## src/rtl/instruction_fetch_unit_pkg.sv

```systemverilog
// IF-stage shared definitions: state encodings, defaults
// and the IF/ID bundle.
package instruction_fetch_unit_pkg;

  localparam logic [1:0] S_FETCH   = 2'd0;
  localparam logic [1:0] S_HOLD    = 2'd1;
  localparam logic [1:0] S_DISCARD = 2'd2;

  localparam logic [31:0] NOP_INSTR_DEF = 32'h0000_0013;
  localparam logic [31:0] RESET_PC_DEF  = 32'h0000_0000;

  typedef struct packed {
    logic [31:0] pc;
    logic [31:0] pc4;
    logic [31:0] instr;
    logic        valid;
  } if_id_t;

  function automatic logic [31:0] word_align(
    input logic [31:0] a
  );
    return {a[31:2], 2'b00};
  endfunction

endpackage

```

## src/rtl/instruction_fetch_unit_if.sv

```systemverilog
// Instruction memory read port between the IF stage
// (master) and the instruction memory (slave).
interface instruction_fetch_unit_if;

  logic [31:0] IMEM_ADDR;
  logic        IMEM_READ;
  logic [31:0] IMEM_READDATA;
  logic        IMEM_BUSYWAIT;

  modport master (
    output IMEM_ADDR,
    output IMEM_READ,
    input  IMEM_READDATA,
    input  IMEM_BUSYWAIT
  );

  modport slave (
    input  IMEM_ADDR,
    input  IMEM_READ,
    output IMEM_READDATA,
    output IMEM_BUSYWAIT
  );

endinterface

```

## src/rtl/if_id_register.sv

```systemverilog
// IF/ID pipeline register; flush beats load, and with
// neither asserted the contents hold.
module if_id_register
  import instruction_fetch_unit_pkg::*;
#(
  parameter logic [31:0] NOP_INSTR = NOP_INSTR_DEF
) (
  input  logic        clk,
  input  logic        rst_n,
  input  logic        load,
  input  logic        flush,
  input  logic [31:0] pc_i,
  input  logic [31:0] instr_i,
  output if_id_t      q_o
);

  if_id_t r_d, r_q;

  always_comb begin
    r_d = r_q;
    if (flush) begin
      r_d.instr = NOP_INSTR;
      r_d.valid = 1'b0;
    end else if (load) begin
      r_d.pc    = pc_i;
      r_d.pc4   = pc_i + 32'd4;
      r_d.instr = instr_i;
      r_d.valid = 1'b1;
    end
  end

  always_ff @(posedge clk or negedge rst_n) begin
    if (!rst_n) begin
      r_q.pc    <= '0;
      r_q.pc4   <= '0;
      r_q.instr <= NOP_INSTR;
      r_q.valid <= 1'b0;
    end else begin
      r_q <= r_d;
    end
  end

  assign q_o = r_q;

endmodule

```

## src/rtl/instruction_fetch_unit.sv

```systemverilog
// IF stage: PC register, next-PC selection, fetch FSM
// and a one-entry hold buffer for stalled responses.
module instruction_fetch_unit
  import instruction_fetch_unit_pkg::*;
#(
  parameter logic [31:0] RESET_PC  = RESET_PC_DEF,
  parameter logic [31:0] NOP_INSTR = NOP_INSTR_DEF
) (
  input  logic        CLK,
  input  logic        RESET,
  input  logic        STALL,
  input  logic        BRANCH_TAKEN,
  input  logic [31:0] BRANCH_TARGET,
  instruction_fetch_unit_if.master imem,
  output logic [31:0] IF_ID_PC,
  output logic [31:0] IF_ID_PC4,
  output logic [31:0] IF_ID_INSTRUCTION,
  output logic        IF_ID_VALID
);

  logic [1:0]  state_q, state_d;
  logic [31:0] pc_q, pc_d;
  logic [31:0] old_pc_q, old_pc_d;
  logic [31:0] hold_pc_q, hold_pc_d;
  logic [31:0] hold_ins_q, hold_ins_d;
  logic        hold_vld_q, hold_vld_d;

  logic        ld, fl, resp;
  logic [31:0] ld_pc, ld_ins;
  if_id_t      ifid;

  assign resp = !imem.IMEM_BUSYWAIT;

  always_comb begin
    state_d    = state_q;
    pc_d       = pc_q;
    old_pc_d   = old_pc_q;
    hold_pc_d  = hold_pc_q;
    hold_ins_d = hold_ins_q;
    hold_vld_d = hold_vld_q;
    ld         = 1'b0;
    fl         = 1'b0;
    ld_pc      = pc_q;
    ld_ins     = imem.IMEM_READDATA;
    if (BRANCH_TAKEN) begin
      fl         = 1'b1;
      pc_d       = word_align(BRANCH_TARGET);
      hold_vld_d = 1'b0;
      // an in-flight read must finish at its old address
      if (state_q == S_FETCH && !resp) begin
        state_d  = S_DISCARD;
        old_pc_d = pc_q;
      end else if (state_q != S_DISCARD) begin
        state_d = S_FETCH;
      end
    end else begin
      unique case (state_q)
        S_FETCH: begin
          if (resp) begin
            pc_d = pc_q + 32'd4;
            if (STALL) begin
              hold_pc_d  = pc_q;
              hold_ins_d = imem.IMEM_READDATA;
              hold_vld_d = 1'b1;
              state_d    = S_HOLD;
            end else begin
              ld = 1'b1;
            end
          end else if (!STALL) begin
            fl = 1'b1;
          end
        end
        S_HOLD: begin
          if (!STALL) begin
            ld         = hold_vld_q;
            fl         = !hold_vld_q;
            ld_pc      = hold_pc_q;
            ld_ins     = hold_ins_q;
            hold_vld_d = 1'b0;
            state_d    = S_FETCH;
          end
        end
        S_DISCARD: begin
          if (resp) state_d = S_FETCH;
        end
        default: state_d = S_FETCH;
      endcase
    end
  end

  always_ff @(posedge CLK or negedge RESET) begin
    if (!RESET) begin
      state_q    <= S_FETCH;
      pc_q       <= RESET_PC;
      old_pc_q   <= '0;
      hold_pc_q  <= '0;
      hold_ins_q <= '0;
      hold_vld_q <= 1'b0;
    end else begin
      state_q    <= state_d;
      pc_q       <= pc_d;
      old_pc_q   <= old_pc_d;
      hold_pc_q  <= hold_pc_d;
      hold_ins_q <= hold_ins_d;
      hold_vld_q <= hold_vld_d;
    end
  end

  assign imem.IMEM_ADDR =
    (state_q == S_DISCARD) ? old_pc_q : pc_q;
  assign imem.IMEM_READ =
    RESET && (state_q != S_HOLD);

  if_id_register #(
    .NOP_INSTR (NOP_INSTR)
  ) u_if_id (
    .clk     (CLK),
    .rst_n   (RESET),
    .load    (ld),
    .flush   (fl),
    .pc_i    (ld_pc),
    .instr_i (ld_ins),
    .q_o     (ifid)
  );

  assign IF_ID_PC          = ifid.pc;
  assign IF_ID_PC4         = ifid.pc4;
  assign IF_ID_INSTRUCTION = ifid.instr;
  assign IF_ID_VALID       = ifid.valid;

endmodule

```

## src/flat_wrapper.sv

```systemverilog
// flat-port wrapper written by rule: the top's interface ports become plain ports
module instruction_fetch_unit_flat import instruction_fetch_unit_pkg::*;
#(
  parameter logic [31:0] RESET_PC  = RESET_PC_DEF,
  parameter logic [31:0] NOP_INSTR = NOP_INSTR_DEF
)
  (CLK, RESET, STALL, BRANCH_TAKEN, BRANCH_TARGET, IF_ID_PC, IF_ID_PC4, IF_ID_INSTRUCTION, IF_ID_VALID, imem_IMEM_ADDR, imem_IMEM_READ, imem_IMEM_READDATA, imem_IMEM_BUSYWAIT);
  instruction_fetch_unit_if imem_i ();
  input  logic CLK;
  input  logic RESET;
  input  logic STALL;
  input  logic BRANCH_TAKEN;
  input  logic [31:0] BRANCH_TARGET;
  output logic [31:0] IF_ID_PC;
  output logic [31:0] IF_ID_PC4;
  output logic [31:0] IF_ID_INSTRUCTION;
  output logic IF_ID_VALID;
  output wire logic [$bits(imem_i.IMEM_ADDR)-1:0] imem_IMEM_ADDR;
  output wire logic [$bits(imem_i.IMEM_READ)-1:0] imem_IMEM_READ;
  input wire logic [$bits(imem_i.IMEM_READDATA)-1:0] imem_IMEM_READDATA;
  input wire logic [$bits(imem_i.IMEM_BUSYWAIT)-1:0] imem_IMEM_BUSYWAIT;
  assign imem_IMEM_ADDR = imem_i.IMEM_ADDR;
  assign imem_IMEM_READ = imem_i.IMEM_READ;
  assign imem_i.IMEM_READDATA = imem_IMEM_READDATA;
  assign imem_i.IMEM_BUSYWAIT = imem_IMEM_BUSYWAIT;
  instruction_fetch_unit #(.RESET_PC(RESET_PC), .NOP_INSTR(NOP_INSTR)) u_core (.CLK(CLK), .RESET(RESET), .STALL(STALL), .BRANCH_TAKEN(BRANCH_TAKEN), .BRANCH_TARGET(BRANCH_TARGET), .imem(imem_i), .IF_ID_PC(IF_ID_PC), .IF_ID_PC4(IF_ID_PC4), .IF_ID_INSTRUCTION(IF_ID_INSTRUCTION), .IF_ID_VALID(IF_ID_VALID));
endmodule
```

## config.mk

```make
export PLATFORM = sky130hd
export DESIGN_NAME = instruction_fetch_unit_flat
export DESIGN_NICKNAME = d
export VERILOG_FILES = /design/src/rtl/instruction_fetch_unit_pkg.sv /design/src/rtl/instruction_fetch_unit_if.sv /design/src/rtl/if_id_register.sv /design/src/rtl/instruction_fetch_unit.sv /design/src/flat_wrapper.sv
export SDC_FILE = /design/constraint.sdc
export NUM_CORES = 1
export LEC_CHECK = 0
export BUFFER_PORTS_ARGS = -buffer_cell sky130_fd_sc_hd__buf_2
export CELL_PAD_IN_SITES_DETAIL_PLACEMENT = 1
export CELL_PAD_IN_SITES_GLOBAL_PLACEMENT = 1
export CORE_ASPECT_RATIO = 0.5
export CORE_MARGIN = 4
export CORE_UTILIZATION = 40
export DETAILED_ROUTE_END_ITERATION = 16
export PLACE_DENSITY = 0.8
export SETUP_SLACK_MARGIN = 0.2
export SYNTH_ARGS = -nofsm -noshare
export SYNTH_HDL_FRONTEND = slang
export SYNTH_HIERARCHICAL = 1
export SYNTH_SLANG_ARGS = --single-unit
```

## constraint.sdc

```tcl
create_clock -name CLK -period 4.1 [get_ports CLK]
set_input_delay 0.82 -clock CLK [delete_from_list [all_inputs] [get_ports CLK]]
set_output_delay 0.82 -clock CLK [all_outputs]
set_load 0.005 [all_outputs]
```

==> results of run 1 <==
## cell usage in the layout, fill, tap and decap left out, types with 11 or more instances in the layout
cell type / instances
sky130_fd_sc_hd__mux2_2: 178
sky130_fd_sc_hd__xnor2_1: 11
sky130_fd_sc_hd__o21ai_0: 44
sky130_fd_sc_hd__or4_1: 29
sky130_fd_sc_hd__nand4_1: 15
sky130_fd_sc_hd__buf_2: 193
sky130_fd_sc_hd__nand3_1: 19
sky130_fd_sc_hd__nand2_1: 144
sky130_fd_sc_hd__nor2_1: 68
sky130_fd_sc_hd__clkbuf_16: 23
sky130_fd_sc_hd__buf_4: 18
sky130_fd_sc_hd__dfrtp_1: 219
sky130_fd_sc_hd__o31ai_1: 24
sky130_fd_sc_hd__mux2i_1: 30
sky130_fd_sc_hd__a31oi_1: 33
## power breakdown
group | internal (mW) | switching, mW
sequential | 2.71 | 0.329
clock | 1.37 | 0.894
combinational | 0.697 | 0.668
total | 4.77 | 1.89
## through the flow
step                      cells  area (sq um)  hold slack (ns)  TNS (ns)  utilization
after floorplan             987         10800            0.444         0            -
after global placement     1475         12100            0.456         0        0.457
after detailed placement   1475         12100            0.465    -0.195        0.457
after CTS                  1515         12900            0.138         0        0.488
after global routing       1518         12900            0.141         0        0.489
final                      1518         12900            0.149         0        0.489
## registers in the layout, indices dropped and copies added (netlist names)
name                count
u_core/hold_pc_q       32
u_core/hold_vld_q       1
u_core/pc_q            30
u_core/state_q          2
u_core/hold_ins_q      32
u_core/old_pc_q        30
u_core/u_if_id/q_o     95
## worst min path at each step
stage / from / endpoint / cells after the start
after detailed placement: u_core/u_if_id/q_o[72] / u_core/u_if_id/q_o[72] / 2
after CTS: RESET / u_core/u_if_id/q_o[51] / 1
after global routing: RESET / u_core/u_if_id/q_o[51] / 1
after floorplan: u_core/hold_pc_q[0] / u_core/hold_pc_q[0] / 1
final: RESET / u_core/u_if_id/q_o[51] / 1
after global placement: u_core/u_if_id/q_o[86] / u_core/u_if_id/q_o[86] / 2
## per-layer routing
metal / GRT usage / routed length (um) / vias up
li1: - / - / 3810
met4: 0.0479 / 663 / 0
met5: 0 / 0 / -
met3: 0.0369 / 1080 / 51
met1: 0.235 / 12200 / 4330
met2: 0.395 / 16900 / 137
## layout make-up
cell class | instances | share of cell area
Sequential cell | 222 | 0.430
Multi-Input combinational cell | 680 | 0.380
Timing Repair Buffer | 215 | 0.0911
Clock buffer | 32 | 0.0510
Tap cell | 352 | 0.0341
Clock inverter | 8 | 0.0111
Inverter | 8 | 0.00232
Antenna cell | 1 | 0.000194
## worst max-delay path: cells and delay by family (launching register included)
kind | cells | cell delay [ns]
buffers and inverters | 2 | 0.59
and+or+nand+nor | 1 | 0.61
DFF | 1 | 0.58
muxes | 1 | 0.39
## what timing repair did
item	in CTS	in global routing
gates resized for setup	0	1
buffers inserted	0	2
hold buffers	0	0
endpoints found under the setup margin	0	16
hold endpoints to repair	0	0
## kinds of logic (layout without fill, tap and decap cells)
logic type,count (synthesis),in the layout,share of synthesized area
fa+ha+maj,2,2,0.00233
other cells,1,3,0.000349
simple gates,333,333,0.150
xor+xnor,21,21,0.0171
compound gates,114,114,0.0652
flops,222,222,0.517
mux,208,208,0.214
buf+inv,85,263,0.0335
==> flow_metrics.tcl, run 1 <==
set metrics [dict create \
    grt_first_pass_wirelength_um 48800 \
    placementRows 42 \
    drc_violation_count_after_routing 0 \
    syn-cell-area_sq_mm 0.0108 \
    worst-r2r-setup-slack_ns 0.67 \
    post_drt_via_cell_ratio 5.49 \
    final_period_minus_worst_setup_slack_ns 3.52 \
    biggest_fanout_along_the_worst_timing_path 23 \
    worstSetupPathType "register to output port" \
    fin_skew_ns 0.0256 \
    postSynthRegisterBits 222 \
    total_power_mw 6.67 \
    routed-via-count 8328 \
    dp_hpwl_um 20900 \
    required_ns 3.28 \
    regToRegStartpoint "u_core/state_q[1]" \
    route.antenna.remaining_nets 0 \
    die_y_um 124 \
    synthFlopType "sky130_fd_sc_hd__dfrtp_1" \
    timing.critical_path.to_type "output port" \
    clk_latency_ns 0.52 \
    post-synth-top-area-cell "sky130_fd_sc_hd__dfrtp_1" \
    footprint_of_the_multi_input_gates_sq_mm 0.00491 \
    grt.overflow.total 0 \
    synthTopCellsByArea "sky130_fd_sc_hd__dfrtp_1 (51%), sky130_fd_sc_hd__mux2_2 (19%), sky130_fd_sc_hd__nand2_1 (5.0%), sky130_fd_sc_hd__mux2i_1 (2.8%), sky130_fd_sc_hd__nor2_1 (2.4%)" \
    tritoncts.num_buffers 22 \
    ys_seq_area_frac 0.517 \
    root_buffer "sky130_fd_sc_hd__clkbuf_16" \
    synthCells 986 \
    synthDistinctLibCells 45 \
    power.density_mw_per_mm2 516 \
    setup_repair_after_global_routing_missed_its_margin "no" \
    area_growth_pct 20.1 \
    synth_top_cells_by_count "sky130_fd_sc_hd__dfrtp_1 (219), sky130_fd_sc_hd__mux2_2 (178), sky130_fd_sc_hd__nand2_1 (144)" \
    post_synth_edffs 0 \
    cpMaxStageDelayCell "sky130_fd_sc_hd__nor2b_2" \
    gr-usage-all-layers 0.203 \
    routed_wire_length_per_instance_um 20.3 \
    post-synth-top-count-cell "sky130_fd_sc_hd__dfrtp_1" \
    path_cells "nor2b_2 > buf_4 > mux2_2 > buf_2" \
    slew-limit-headroom 0.274 \
    final_max_slew_viol_count 0 \
    tightestPinTransition_ns 1.09 \
    finalHoldViolations 0 \
    grt_max_degree 137 \
    vias_in_the_first_global_route 9061 \
    place.gp.congestion 0.823 \
    post-synth-top-area-fraction 0.510 \
    clkSinkCount 222 \
    die_w_um 240 \
    min_path_type "primary input to asynchronous set/reset pin" \
    achievable-frequency_mhz 284 \
    rr_worst_depth 9 \
    drt-initial-drc-count 553 \
    static-leakage-power_nw 5.72 \
    top_level_port_count 199 \
    route.final.wire_length_um 30800 \
    critical_path_arrival_ns 2.70 \
    clock_tree.htree_level_count 1 \
    final.fill_count 2871 \
    start_kind "register" \
    regArea_sq_mm 0.00556 \
    yosys_warnings 6 \
    placeable_area_sq_mm 0.0264 \
    reg2reg_to "u_core/u_if_id/q_o[50]" \
    antenna_found_initial 1 \
    clk_pin_slew_ns 0.07 \
    maxcap_violations 0 \
    fin_ws_ns 0.584 \
    post-place-ws_ns -0.0418 \
    ir_drop_v 0.000262 \
    cts-root-to-sink-buffers 3 \
    effective_utilization_at_floorplan 0.407 \
    timing.final.setup_violations 0 \
    numPortBuffers 194 \
    cpPeakStageDelay_ns 0.61 \
    run_status "finished, final reports clean" \
    drt-pass1-iter-count 5 \
    tritoncts_clock_tree "done" \
    dieArea_sq_mm 0.0297 \
    post_synth.cell_area_avg_sq_um 10.9 \
    setup.worst_path.end "imem_IMEM_ADDR[30]" \
    num-nets-final 1220 \
    worstSetupStartpoint "u_core/state_q[1]" \
    drive_gt1_frac 0.382 \
    synthArstFlopShare 1.00 \
    final.period_utilization 0.857 \
]
No activity file was read; power rests on OpenSTA's default activity.
==> inputs of run 2 (changes only) <==
CTS_BUF_LIST = sky130_fd_sc_hd__clkbuf_4   (was not set)
==> run 2 against run 1 <==
Net effect:
- register-to-register slack lost 0.12 ns
- maximum frequency is 3.2% lower
- largest power group unchanged
- first-iteration DRC count down 4.7%
- clock-buffer cell count increased by 48
- critical endpoint is now imem_IMEM_ADDR[29]
- die area stayed put
- sequential power barely moved
- critical path type unchanged
==> flow_metrics.tcl, run 2 (synthesis results as in run 1) <==
set metrics [dict create \
    dp_hpwl_um 20900 \
    ir_drop_v 0.000179 \
    placed_cells 1475 \
    start_kind "register" \
    routed-via-count 8534 \
    timing.critical_path.to_type "output port" \
    drt-initial-drc-count 527 \
    vias_in_the_first_global_route 9409 \
    effective_utilization_at_floorplan 0.407 \
    die_y_um 124 \
    achievable-frequency_mhz 275 \
    final_max_slew_viol_count 0 \
    final_period_minus_worst_setup_slack_ns 3.63 \
    tightestPinTransition_ns 1.05 \
    detailroute.wirelength.met3_um 1260 \
    maxUsedRoutingLayer "met4" \
    placementRows 42 \
    biggest_fanout_along_the_worst_timing_path 23 \
    mostFrequentLayoutCell "sky130_fd_sc_hd__dfrtp_1" \
    routed_wire_length_per_instance_um 19.9 \
    clkSinkCount 222 \
    power.share.switching 0.308 \
    tritoncts_clock_tree "done" \
    sequentialPowerShare 0.490 \
    worstSetupPathType "register to output port" \
    grt_first_pass_wirelength_um 49100 \
    root_buffer "sky130_fd_sc_hd__clkbuf_4" \
    stdcell_count 1570 \
    required_ns 3.28 \
    timing.final.setup_violations 0 \
    final.period_utilization 0.886 \
    drc_violation_count_after_routing 0 \
    p_switching_mw 1.91 \
    min_path_type "primary input to register" \
    final.fill_count 2940 \
    clock_tree.htree_level_count 2 \
    fin_skew_ns 0.0417 \
    route.final.wire_length_um 31200 \
    wl_met1_um 12500 \
    route.met2.wl_um 16500 \
    antenna_found_initial 2 \
    gr-usage-all-layers 0.206 \
    numPortBuffers 194 \
    place.gp.congestion 0.823 \
    postLayoutCoreUtil 0.483 \
    cellInternalPower_mw 4.29 \
    setup_repair_after_global_routing_missed_its_margin "no" \
    die_w_um 240 \
    critical_path_arrival_ns 2.81 \
    dieArea_sq_mm 0.0297 \
    power.density_mw_per_mm2 485 \
    placeable_area_sq_mm 0.0264 \
    slew-limit-headroom 0.302 \
    total_power_mw 6.19 \
    cts-root-to-sink-buffers 3 \
    maxcap_violations 0 \
    drt-pass1-iter-count 7 \
    route.antenna.remaining_nets 0 \
    area_growth_pct 18.8 \
    top_level_port_count 199 \
    clk_latency_ns 0.68 \
    finalHoldViolations 0 \
    clk_pin_slew_ns 0.09 \
    pwr-share-comb 0.221 \
    drive_gt1_frac 0.405 \
    mostFrequentLayoutCells "sky130_fd_sc_hd__dfrtp_1 (219), sky130_fd_sc_hd__buf_2 (193), sky130_fd_sc_hd__mux2_2 (178), sky130_fd_sc_hd__nand2_1 (144), sky130_fd_sc_hd__clkbuf_4 (80)" \
    grt_max_degree 137 \
    static-leakage-power_nw 5.72 \
    tritoncts.num_buffers 54 \
    num-nets-final 1255 \
    grt.overflow.total 0 \
    post_drt_via_cell_ratio 5.44 \
    clkPwrFrac 0.289 \
    run_status "finished, final reports clean" \
    largest_register_ff_count 95 \
]
[run 2: cell count changes in the layout (fill, tap and decap cells not counted)]
cell	before	now
sky130_fd_sc_hd__buf_4	18	20
sky130_fd_sc_hd__bufinv_16	4	0
sky130_fd_sc_hd__clkbuf_1	4	0
sky130_fd_sc_hd__clkbuf_16	23	0
sky130_fd_sc_hd__clkbuf_4	0	80
sky130_fd_sc_hd__clkbuf_8	5	0
sky130_fd_sc_hd__clkinv_1	0	6
sky130_fd_sc_hd__clkinv_2	3	1
sky130_fd_sc_hd__clkinv_4	1	0
sky130_fd_sc_hd__diode_2	1	2
sky130_fd_sc_hd__dlygate4sd3_1	0	1
sky130_fd_sc_hd__inv_2	0	1
[run 2: repair_timing]
item                       in CTS  in global routing
setup endpoints to repair       0                 15
hold buffers                    1                  0
resized for setup               0                  1
hold endpoints to repair       29                  0
buffers inserted                0                  4
[run 2: critical path, cell delays in order (launching register included)]
cell and delay, ns:
sky130_fd_sc_hd__dfrtp_1 0.57, sky130_fd_sc_hd__nor2b_2 0.59, sky130_fd_sc_hd__buf_4 0.46, sky130_fd_sc_hd__mux2_2 0.39, sky130_fd_sc_hd__buf_2 0.13
[run 2: worst paths after layout]
check / start / end / slack (ns) / cells past startpoint
min in group asynchronous: RESET / u_core/u_if_id/q_o[60] / 0.60 / 2
hold reg to reg: u_core/u_if_id/q_o[70] / u_core/u_if_id/q_o[70] / 0.48 / 2
max in group asynchronous: RESET / u_core/u_if_id/q_o[0] / 2.41 / 3
setup / recovery: u_core/state_q[1] / imem_IMEM_ADDR[29] / 0.47 / 4
setup reg to reg: u_core/state_q[1] / u_core/u_if_id/q_o[50] / 0.55 / 9
hold / removal: BRANCH_TARGET[2] / u_core/pc_q[2] / 0.35 / 3
[run 2: power groups by stage]
stage          Sequential (mW)  Clock, mW  Combinational, mW
3_5_place_dp              3.07          0               1.37
3_3_place_gp              3.03          0               1.31
2_1_floorplan             2.98          0              0.785
4_1_cts                   3.03       1.86               1.39
5_1_grt                   3.10       1.98               1.52
6_report                  3.03       1.79               1.37
[run 2: cell type report]
type / count / area [sq um] / area share
Antenna cell: 2 / 5.00 / 0.000392
Clock buffer: 80 / 601 / 0.0470
Clock inverter: 8 / 31.3 / 0.00245
Inverter: 8 / 30.0 / 0.00235
Multi-Input combinational cell: 680 / 4910 / 0.384
Sequential cell: 222 / 5560 / 0.435
Tap cell: 352 / 440 / 0.0345
Timing Repair Buffer: 218 / 1200 / 0.0940
[run 2: stage by stage]
stage                     setup TNS, ns  instance area [sq um]  worst slack (ns)  hold slack, ns
final                                 0                  12800             0.467           0.353
after floorplan                       0                  10800             0.689           0.444
after detailed placement         -0.195                  12100           -0.0418           0.465
after global routing                  0                  12800             0.310           0.307
after CTS                             0                  12700             0.216           0.263
after global placement                0                  12100             0.143           0.456
[run 2: per-layer routing]
layer | vias to the layer above | global-route usage
li1 | 3903 | -
met1 | 4373 | 0.234
met2 | 195 | 0.386
met3 | 63 | 0.0412
met4 | 0 | 0.0799
met5 | - | 0
==> inputs of run 3 (changes only) <==
CTS_BUF_LIST = sky130_fd_sc_hd__clkbuf_8 sky130_fd_sc_hd__clkbuf_16   (was sky130_fd_sc_hd__clkbuf_4)
PLACE_DENSITY = not set   (was 0.8)
PLACE_DENSITY_LB_ADDON = 0.1   (was not set)
SETUP_SLACK_MARGIN = 0.15   (was 0.2)
==> run 3 against run 2 <==
Net effect:
- core utilization down 0.090 points
- sequential power about the same
- first-iteration DRC count down 25%
- worst hold slack worse by 0.21 ns
- routed wire length down 6.7%
- flip-flop and latch count unchanged
- clock skew down 0.021 ns
- combinational power down 4%
==> flow_metrics.tcl, run 3 (synthesis results as in run 1) <==
set metrics [dict create \
    run_status "finished, final reports clean" \
    grt_max_degree 135 \
    static-leakage-power_nw 5.66 \
    clk_pin_slew_ns 0.07 \
    worstSetupPathType "register to register" \
    regToRegStartpoint "u_core/state_q[1]" \
    largest_register_ff_count 95 \
    die_w_um 240 \
    number_of_buffers_added_to_fix_hold_violations_after_cts 0 \
    start_kind "register" \
    tritoncts.num_buffers 23 \
    gr-usage-all-layers 0.194 \
    grt_first_pass_wirelength_um 46600 \
    routed-via-count 8177 \
    reg2reg_to "u_core/u_if_id/q_o[62]" \
    cpPeakStageDelay_ns 0.86 \
    place.gp.congestion 0.797 \
    area_growth_pct 18.6 \
    mostFrequentLayoutCells "sky130_fd_sc_hd__dfrtp_1 (219), sky130_fd_sc_hd__buf_2 (193), sky130_fd_sc_hd__mux2_2 (178), sky130_fd_sc_hd__nand2_1 (144), sky130_fd_sc_hd__nor2_1 (68)" \
    worst-r2r-setup-slack_ns 0.40 \
    rr_worst_depth 8 \
    timing.critical_path.to_type "register" \
    die_y_um 124 \
    tritoncts_clock_tree "done" \
    power.density_mw_per_mm2 497 \
    grt.overflow.total 0 \
    path_cells "nand2b_1 > nor3_2 > buf_12 > mux2_2 > nand4_4 > or4_1 > or4_1 > a31oi_1" \
    slew-limit-headroom 0.294 \
    antenna_cells_inserted 0 \
    numPortBuffers 194 \
    final.period_utilization 0.903 \
    post-place-ws_ns 0.0850 \
    post_drt_via_cell_ratio 5.41 \
    fin_skew_ns 0.0207 \
    dieArea_sq_mm 0.0297 \
    required_ns 4.54 \
    final_max_slew_viol_count 0 \
    placeable_area_sq_mm 0.0264 \
    routed_wire_length_per_instance_um 19.3 \
    final.fill_count 2924 \
    cts-root-to-sink-buffers 3 \
    antenna_found_initial 3 \
    fin_ws_ns 0.396 \
    vias_in_the_first_global_route 8670 \
    drt-pass1-iter-count 4 \
    root_buffer "sky130_fd_sc_hd__clkbuf_16" \
    dp_hpwl_um 19500 \
    placementRows 42 \
    ir_drop_v 0.000246 \
    clock_tree.htree_level_count 1 \
    timing.setup.tns_ns 0 \
    tightestPinTransition_ns 1.06 \
    top_level_port_count 199 \
    post-cts-setup-buffers 0 \
    drc_violation_count_after_routing 0 \
    drive_gt1_frac 0.377 \
    critPathMostFrequentCell "sky130_fd_sc_hd__or4_1" \
    maxcap_violations 0 \
    critical_path_arrival_ns 4.14 \
    regArea_sq_mm 0.00556 \
    cpMaxStageDelayCell "sky130_fd_sc_hd__or4_1" \
    min_path_type "primary input to asynchronous set/reset pin" \
    stdcell_count 1512 \
    route.antenna.remaining_nets 0 \
    drt-initial-drc-count 393 \
    placed_cells 1471 \
    number_of_cells_upsized_or_downsized_after_cts 0 \
    num-nets-final 1215 \
    biggest_fanout_along_the_worst_timing_path 57 \
    setup_repair_after_global_routing_missed_its_margin "no" \
    footprint_of_the_multi_input_gates_sq_mm 0.00490 \
    finalHoldViolations 0 \
    achievable-frequency_mhz 270 \
    effective_utilization_at_floorplan 0.407 \
    clkSinkCount 222 \
    route.final.wire_length_um 29100 \
    clk_latency_ns 0.53 \
    final_period_minus_worst_setup_slack_ns 3.70 \
    mostFrequentLayoutCell "sky130_fd_sc_hd__dfrtp_1" \
    timing.final.setup_violations 0 \
]
## run 3: routing by layer
metal / GRT usage / routed length [um] / up-vias
li1: - / - / 3806
met1: 0.247 / 12800 / 4204
met2: 0.350 / 14700 / 120
met3: 0.0420 / 1160 / 41
met4: 0.0335 / 402 / 6
met5: 0 / 43 / -
## run 3: worst max-delay path by stage
| stage | start | slack [ns] | end |
|---|---|---|---|
| floorplan | BRANCH_TAKEN | 0.69 | u_core/u_if_id/q_o[55] |
| finish | u_core/state_q[1] | 0.40 | u_core/u_if_id/q_o[62] |
| CTS | u_core/state_q[1] | 0.39 | u_core/u_if_id/q_o[62] |
| detailed placement | STALL | 0.09 | u_core/u_if_id/q_o[59] |
| global route | u_core/state_q[1] | 0.19 | u_core/u_if_id/q_o[59] |
| global placement | STALL | 0.21 | u_core/u_if_id/q_o[59] |
## run 3: worst max-delay path: cells and delay by family, from the launching register on
family | cells | cell delay (ns)
mux | 1 | 0.32
flops | 1 | 0.50
simple gates | 5 | 2.22
compound gates | 1 | 0.19
buf+inv | 1 | 0.36
## run 3: layout make-up
type                       instances  share of cell area
inverter                           8             0.00236
timing repair buffer             209              0.0877
clock buffer                      27              0.0495
clock inverter                    14             0.00559
sequential                       222               0.436
multi-input combinational        680               0.384
tap                              352              0.0345
## run 3: where the power goes
part	total [mW]	switching, mW	internal, mW
clock network	2.00	0.899	1.10
logic	1.32	0.625	0.692
registers	3.02	0.310	2.71
## run 3: stage by stage
stage	cell area, sq um	util	total power [mW]	hold WS, ns
floorplan	10800	-	3.76	0.444
global placement	12000	0.456	4.34	0.460
detailed placement	12000	0.456	4.41	0.462
CTS	12700	0.482	6.43	0.128
global route	12700	0.482	6.73	0.138
finish	12700	0.482	6.33	0.140
